## src/rtl/ysyx_24090018_fetch_ctrl.sv

```systemverilog
// Instruction-fetch sequencer: owns the fetch PC, keeps one IMEM request in flight,
// buffers the returned word toward decode and applies redirects, dropping stale responses.
module ysyx_24090018_fetch_ctrl #(
    parameter int                    ADDR_WIDTH = 32,
    parameter int                    INST_WIDTH = 32,
    parameter logic [ADDR_WIDTH-1:0] RESET_PC   = 32'h8000_0000
) (
    input  logic                  clk,
    input  logic                  rst,
    input  logic                  redirect_valid_i,
    input  logic [ADDR_WIDTH-1:0] redirect_pc_i,
    output logic                  imem_req_valid_o,
    input  logic                  imem_req_ready_i,
    output logic [ADDR_WIDTH-1:0] imem_req_addr_o,
    input  logic                  imem_resp_valid_i,
    input  logic [INST_WIDTH-1:0] imem_resp_data_i,
    output logic                  inst_valid_o,
    input  logic                  inst_ready_i,
    output logic [INST_WIDTH-1:0] inst_o,
    output logic [ADDR_WIDTH-1:0] inst_pc_o,
    output logic [ADDR_WIDTH-1:0] pc_o
);

    typedef enum logic [1:0] {
        S_IDLE,
        S_REQ,
        S_WAIT,
        S_HOLD
    } state_e;

    state_e                  state_q, state_d;
    logic [ADDR_WIDTH-1:0]   pc_q, pc_d;
    logic                    discard_q, discard_d;
    logic [INST_WIDTH-1:0]   inst_q, inst_d;
    logic [ADDR_WIDTH-1:0]   inst_pc_q, inst_pc_d;

    assign imem_req_valid_o = (state_q == S_REQ);
    assign imem_req_addr_o  = pc_q;
    assign pc_o             = pc_q;
    assign inst_valid_o     = (state_q == S_HOLD);
    assign inst_o           = inst_q;
    assign inst_pc_o        = inst_pc_q;

    always_comb begin
        // NOTE: every next-state value gets its hold default first so no path infers a latch.
        state_d   = state_q;
        pc_d      = pc_q;
        discard_d = discard_q;
        inst_d    = inst_q;
        inst_pc_d = inst_pc_q;

        unique case (state_q)
            S_IDLE: state_d = S_REQ;

            S_REQ: begin
                if (redirect_valid_i) pc_d = redirect_pc_i;
                if (imem_req_ready_i) begin
                    state_d = S_WAIT;
                    // The accepted request targets the old PC, so its response is stale.
                    if (redirect_valid_i) discard_d = 1'b1;
                end
            end

            S_WAIT: begin
                if (redirect_valid_i) pc_d = redirect_pc_i;
                if (imem_resp_valid_i) begin
                    if (discard_q || redirect_valid_i) begin
                        discard_d = 1'b0;
                        state_d   = S_REQ;
                    end else begin
                        inst_d    = imem_resp_data_i;
                        inst_pc_d = pc_q;
                        state_d   = S_HOLD;
                    end
                end else if (redirect_valid_i) begin
                    discard_d = 1'b1;
                end
            end

            S_HOLD: begin
                if (redirect_valid_i) begin
                    pc_d    = redirect_pc_i;
                    state_d = S_REQ;
                end else if (inst_ready_i) begin
                    pc_d    = pc_q + ADDR_WIDTH'(4);
                    state_d = S_REQ;
                end
            end

            default: state_d = S_IDLE;
        endcase
    end

    always_ff @(posedge clk) begin
        // NOTE: sequential state uses non-blocking assignments so all registers update together.
        if (rst) begin
            state_q   <= S_IDLE;
            pc_q      <= RESET_PC;
            discard_q <= 1'b0;
            inst_q    <= '0;
            inst_pc_q <= RESET_PC;
        end else begin
            state_q   <= state_d;
            pc_q      <= pc_d;
            discard_q <= discard_d;
            inst_q    <= inst_d;
            inst_pc_q <= inst_pc_d;
        end
    end

    // A response to a request issued before reset may still drain while in IDLE.
    resp_only_when_waiting: assert property (
        @(posedge clk) disable iff (rst)
        imem_resp_valid_i |-> (state_q == S_WAIT || state_q == S_IDLE)
    );

endmodule

```

## config.mk

```make
export PLATFORM = sky130hd
export DESIGN_NAME = ysyx_24090018_fetch_ctrl
export DESIGN_NICKNAME = d
export VERILOG_FILES = /design/src/rtl/ysyx_24090018_fetch_ctrl.sv
export SDC_FILE = /design/constraint.sdc
export NUM_CORES = 1
export LEC_CHECK = 0
export ABC_AREA = 1
export CAP_MARGIN = 20
export CORE_AREA = 3 3 106 108
export DETAILED_ROUTE_END_ITERATION = 10
export DIE_AREA = 0 0 109 111
export PLACE_DENSITY = 0.91
export SLEW_MARGIN = 30
export SYNTH_ARGS = -nofsm -noshare
export SYNTH_HDL_FRONTEND = slang
export SYNTH_SLANG_ARGS = --single-unit
```

## constraint.sdc

```tcl
create_clock -name clk -period 2.76 [get_ports clk]
set_input_delay 0.828 -clock clk [delete_from_list [all_inputs] [get_ports clk]]
set_output_delay 0.828 -clock clk [all_outputs]
set_load 0.05 [all_outputs]
```

# Word level (Yosys, flattened, before mapping)
# Index checks and enable logic that the tools add are counted.
# word_totals
rom_bits	0
n_memories	0
ram_bits	0
latchBits	0
in_bits	70
reg_bits	99
out_inout_bits	130
# classes
div	0
bitwise_logic	1
shifts	0
n_mul	0
eq_ne	8
order_cmp	0
n_reduce_logical	9
addsub	1
n_mux	15
# op_table
op	n
$mux W32	3
$pmux W32 S2	1
$add A32 B3 Y32 const B	1
$reduce_and A3 Y1	4
$mux W2	5
$pmux W2 S4	1
$eq A2 B2 Y1 const B	2
$mux W1	4
$ne A2 B1 Y1 const B	2
$reduce_bool A2 Y1	2
$ne A3 B2 Y1 const B	1
$ne A3 B3 Y1 const B	1
$eq A2 B1 Y1 const B	1
$logic_not A2 Y1	1
$ne A2 B2 Y1 const B	1
$pmux W1 S2	1
$reduce_or A2 Y1	1
$logic_or A1 B1 Y1	1
$not A1 Y1	1

# Depth between registers and ports, before layout
# logic_depth
ltp_word	4
depth_mapped	10
ltp_nobuf	10

# Worst setup path after synthesis
# Ideal clock, no wire load.
# synth_timing
path_kind	reg2reg
start	register pc_q[3], in the netlist imem_req_addr_o[3]
end	register pc_q[20], in the netlist imem_req_addr_o[20]
n_path_buf	0
t_arrival_ps	1832
path_stages_with_launch	11
period_less_slack_ps	1949
slack_ps	811
path_cell_list	dfxtp_1 -> ha_1 -> nand2_1 -> nor2_1 -> nand2_1 -> nor2_1 -> nand3_1 -> nand2_1 -> nand2_1 -> o21ai_0 -> nor2_1
# synth_via
elab_chain_cells	4
# synth_lines
element	line	text
start, declared	32	logic [ADDR_WIDTH-1:0] pc_q, pc_d;
start signal, assigned	104	pc_q <= pc_d;
$add A32 B3 Y32	85	pc_d = pc_q + ADDR_WIDTH'(4);
$mux W32	84	end else if (inst_ready_i) begin
$mux W32	81	if (redirect_valid_i) begin
$pmux W32 S2	52	unique case (state_q)
# No other way between the ends. The select of a mux whose other input is x is not followed.
# A chain may end at the register's enable or synchronous reset.

# Worst setup path after layout
# layout_timing
start	register state_q[1]
end	output port imem_req_valid_o
# layout_via
elab_chain_cells	1
# layout_lines
element	line	text
start, declared	31	state_e state_q, state_d;
start signal, assigned	103	state_q <= state_d;
$eq A2 B1 Y1	37	assign imem_req_valid_o = (state_q == S_REQ);
end, declared	12	output logic imem_req_valid_o,
# No other way between the ends.

==> qor.csv <==
stage,metric,value,unit
status,status,"finished, final reports clean",
timing,fin_worst_skew,0.01412,ns
cells_and_area,post-route-util,68.03,%
power_and_ir_drop,comb_power_share,47.2,%
clock_tree,insertion_delay,0.36,ns
run,maxCapViolations,0,
power_and_ir_drop,pwr-share-seq,33.8,%
synthesis,syn_nets,818,
global_route,track_usage,25.00,%
global_route,grt.overflow.total,0,
place,place_hpwl,11250,um
clock_tree,cts_tree,built,
drt,ant_nets,0,
die,die_y,111,um
synthesis,synth_cells,743,
die,io_pins,200,
cells_and_area,nets,975,
drt,drt_first_pass_iters,5,
die,fp.dieW,109,um
setup_path,reg2reg_to,imem_req_addr_o[20],
timing,fin_setup_tns,0,ns
timing,tightest_slew,0.5664,ns
synthesis,synth_top_area_share,40.69,%
cells_and_area,final_common_cell,clkdlybuf4s50_1,
power_and_ir_drop,switching_share,45.83,%
worst_hold_path,worstHoldEndpoint,discard_q,
clock_tree,cts_setup_buffers,0,
drt,drcViolationCount,0,
clock_tree,cts_resized,0,
cells_and_area,final_cell_mix,"clkdlybuf4s50_1 (199), nand2_1 (164), nor2_1 (156)",
power_and_ir_drop,power.density,787.4,nW/um2
setup_path,r2r_start,imem_req_addr_o[3],
clock_tree,cts_hold_buf,0,
global_route,grt_antenna_before_repair,0,
worst_hold_path,min_path_type,register to register,
synthesis,synth_top_cell_by_area,dfxtp_1,
die,core,10320,um2
power_and_ir_drop,ir_drop,545.1,uV
drt,vias,5359,
clock_tree,cts.sinks,99,
clock_tree,cts_buffer_depth,2,
timing,grt_setup_unrepaired,no,
drt,drtIter0Drc,406,
clock_tree,cts_buffers,9,
synthesis,syn_area,4871,um2
setup_path,cp_cell_sequence,inv_1 -> ha_1 -> clkdlybuf4s50_1,
setup_path,worst_ep_arrival_time,1.81,ns
setup_path,required,1.93,ns
setup_path,slowest_delay,0.82,ns
clock_tree,clkTransAtPathRegs,0.09,ns
drt,drt-vias-per-instance,5.153,
timing,setup-violations-final,0,
timing,max_freq,378.6,MHz
synthesis,ys_ff_latch,99,
place,gp_congestion,0.8769,
global_route,grt_pass1_wl,24520,um
power_and_ir_drop,intPower,2.995,mW
worst_hold_path,hp-start,discard_q,
global_route,grt_max_degree,66,
die,rows,37,
synthesis,ys_warn_count,0,
synthesis,synth.area.top_cells,"dfxtp_1 (41%), nand2_1 (13%), nor2_1 (12%)",
clock_tree,cts_root_buffer,clkbuf_8,
synthesis,ys_types,24,
timing,timing.hold.ws,0.4842,ns
setup_path,path_max_fanout,3,
setup_path,ff2ff_path_depth,10,
setup_path,slowest_stage,clkdlybuf4s50_1,
worst_hold_path,min_path_cells,2,
setup_path,reg2reg_slack,0.54,ns
setup_path,worstSetupEndpointType,output port,
timing,maxSlewHeadroom,62.12,%
power_and_ir_drop,p_leak,2.531,nW
die,initial_core_util,47.18,%
cells_and_area,drive_gt1_share,4.093,%
timing,slew_viol_final,0,
global_route,grt_pass1_vias,5022,
timing,min_period,2.641,ns
place,io_buffer_count,199,
drt,post_drt_wl_per_cell,14.63,um
synthesis,synth.avg_cell_area,6.556,um2
setup_path,cp-start-kind,register,
power_and_ir_drop,switching_power,2.535,mW
cells_and_area,diodes,0,
power_and_ir_drop,p_clk_share,19.0,%
setup_path,worst-setup-path-type,register to output port,
timing,finalCritPeriodShare,95.71,%
die,die_area,12100,um2
clock_tree,htreeDepth,3,
timing,hold_viol,0,
synthesis,seq_area_frac_synth,40.69,%
cells_and_area,area_growth,44.18,%
drt,routed_wl,15220,um
[sequential cells by signal, indices dropped and copies added (netlist names)]
signal	cells
discard_q	1
imem_req_addr_o	32
inst_pc_o	32
state_q	2
inst_o	32
[logic make-up (layout without fill, tap and decap cells)]
logic type	count (synthesis)	count (layout)	synth area share, %
AOI/OAI and AO/OA	160	160	16.70
adders and majority gates	5	5	1.284
buffers and inverters	115	276	11.61
DFF	99	99	40.69
and+or+nand+nor	364	364	29.72
[power groups by stage]
stage          Combinational [mW]  Sequential [mW]  Clock, mW
2_1_floorplan                1.31             2.42          0
3_3_place_gp                 2.56             1.89          0
3_5_place_dp                 2.60             1.89          0
4_1_cts                      2.61             1.86       1.07
5_1_grt                      2.77             1.90       1.13
6_report                     2.61             1.87       1.05
[layer usage]
layer / wire length [um] / GRT usage, % / part of all wire (%)
met1: 6169 / 31.22 / 41
met2: 7020 / 40.66 / 46
met5: 0 / 0 / 0
met3: 1542 / 5.708 / 10
met4: 485 / 10.94 / 3.2
[stage by stage]
step	std cells	worst slack (ns)	total power, mW	cell area, um2
6_report	1040	0.1185	5.530	7023
5_1_grt	1040	0.05776	5.802	7023
4_1_cts	1040	0.09569	5.546	7023
3_5_place_dp	1025	0.1581	4.492	6799
3_3_place_gp	1025	0.2628	4.450	6799
2_1_floorplan	743	0.8110	3.728	4871
[layout make-up]
type / count / area, um2
tap: 136 / 170.2
inverter: 49 / 183.9
sequential: 99 / 1982
timing repair buffer: 212 / 2140
clock buffer: 10 / 137.6
fill: 870 / 3301
clock inverter: 5 / 86.33
multi-input combinational: 529 / 2323
[how the worst max path moves through the flow]
| stage | from | to | slack [ns] |
|---|---|---|---|
| floorplan | imem_req_addr_o[3] | imem_req_addr_o[20] | 0.81 |
| global placement | redirect_valid_i | imem_req_addr_o[13] | 0.26 |
| detailed placement | redirect_valid_i | imem_req_addr_o[6] | 0.16 |
| CTS | state_q[1] | imem_req_valid_o | 0.1 |
| global route | state_q[1] | inst_valid_o | 0.06 |
| finish | state_q[1] | imem_req_valid_o | 0.12 |
[Yosys cell counts]
cell,count
a211oi_1,2
or3_1,1
nand2_1,164
a31oi_1,2
nor2_1,156
a21oi_1,61
o21ai_0,92
nor2_2,3
ha_1,5
buf_2,11
clkbuf_1,22
nand3_1,32
nor3_4,1
inv_1,46
nand4_1,5
nand3b_1,1
inv_2,3
o21ai_1,1
buf_4,32
dfxtp_1,99
o211ai_1,1
buf_1,1
o31ai_1,1
or2_2,1
[critical path: cells and delay by family (launching register included)]
kind,cells,cell delay (ns)
fa+ha+maj,1,0.20
buf+inv,2,0.93
flops,1,0.34
Power figures use the tool's default switching activity.
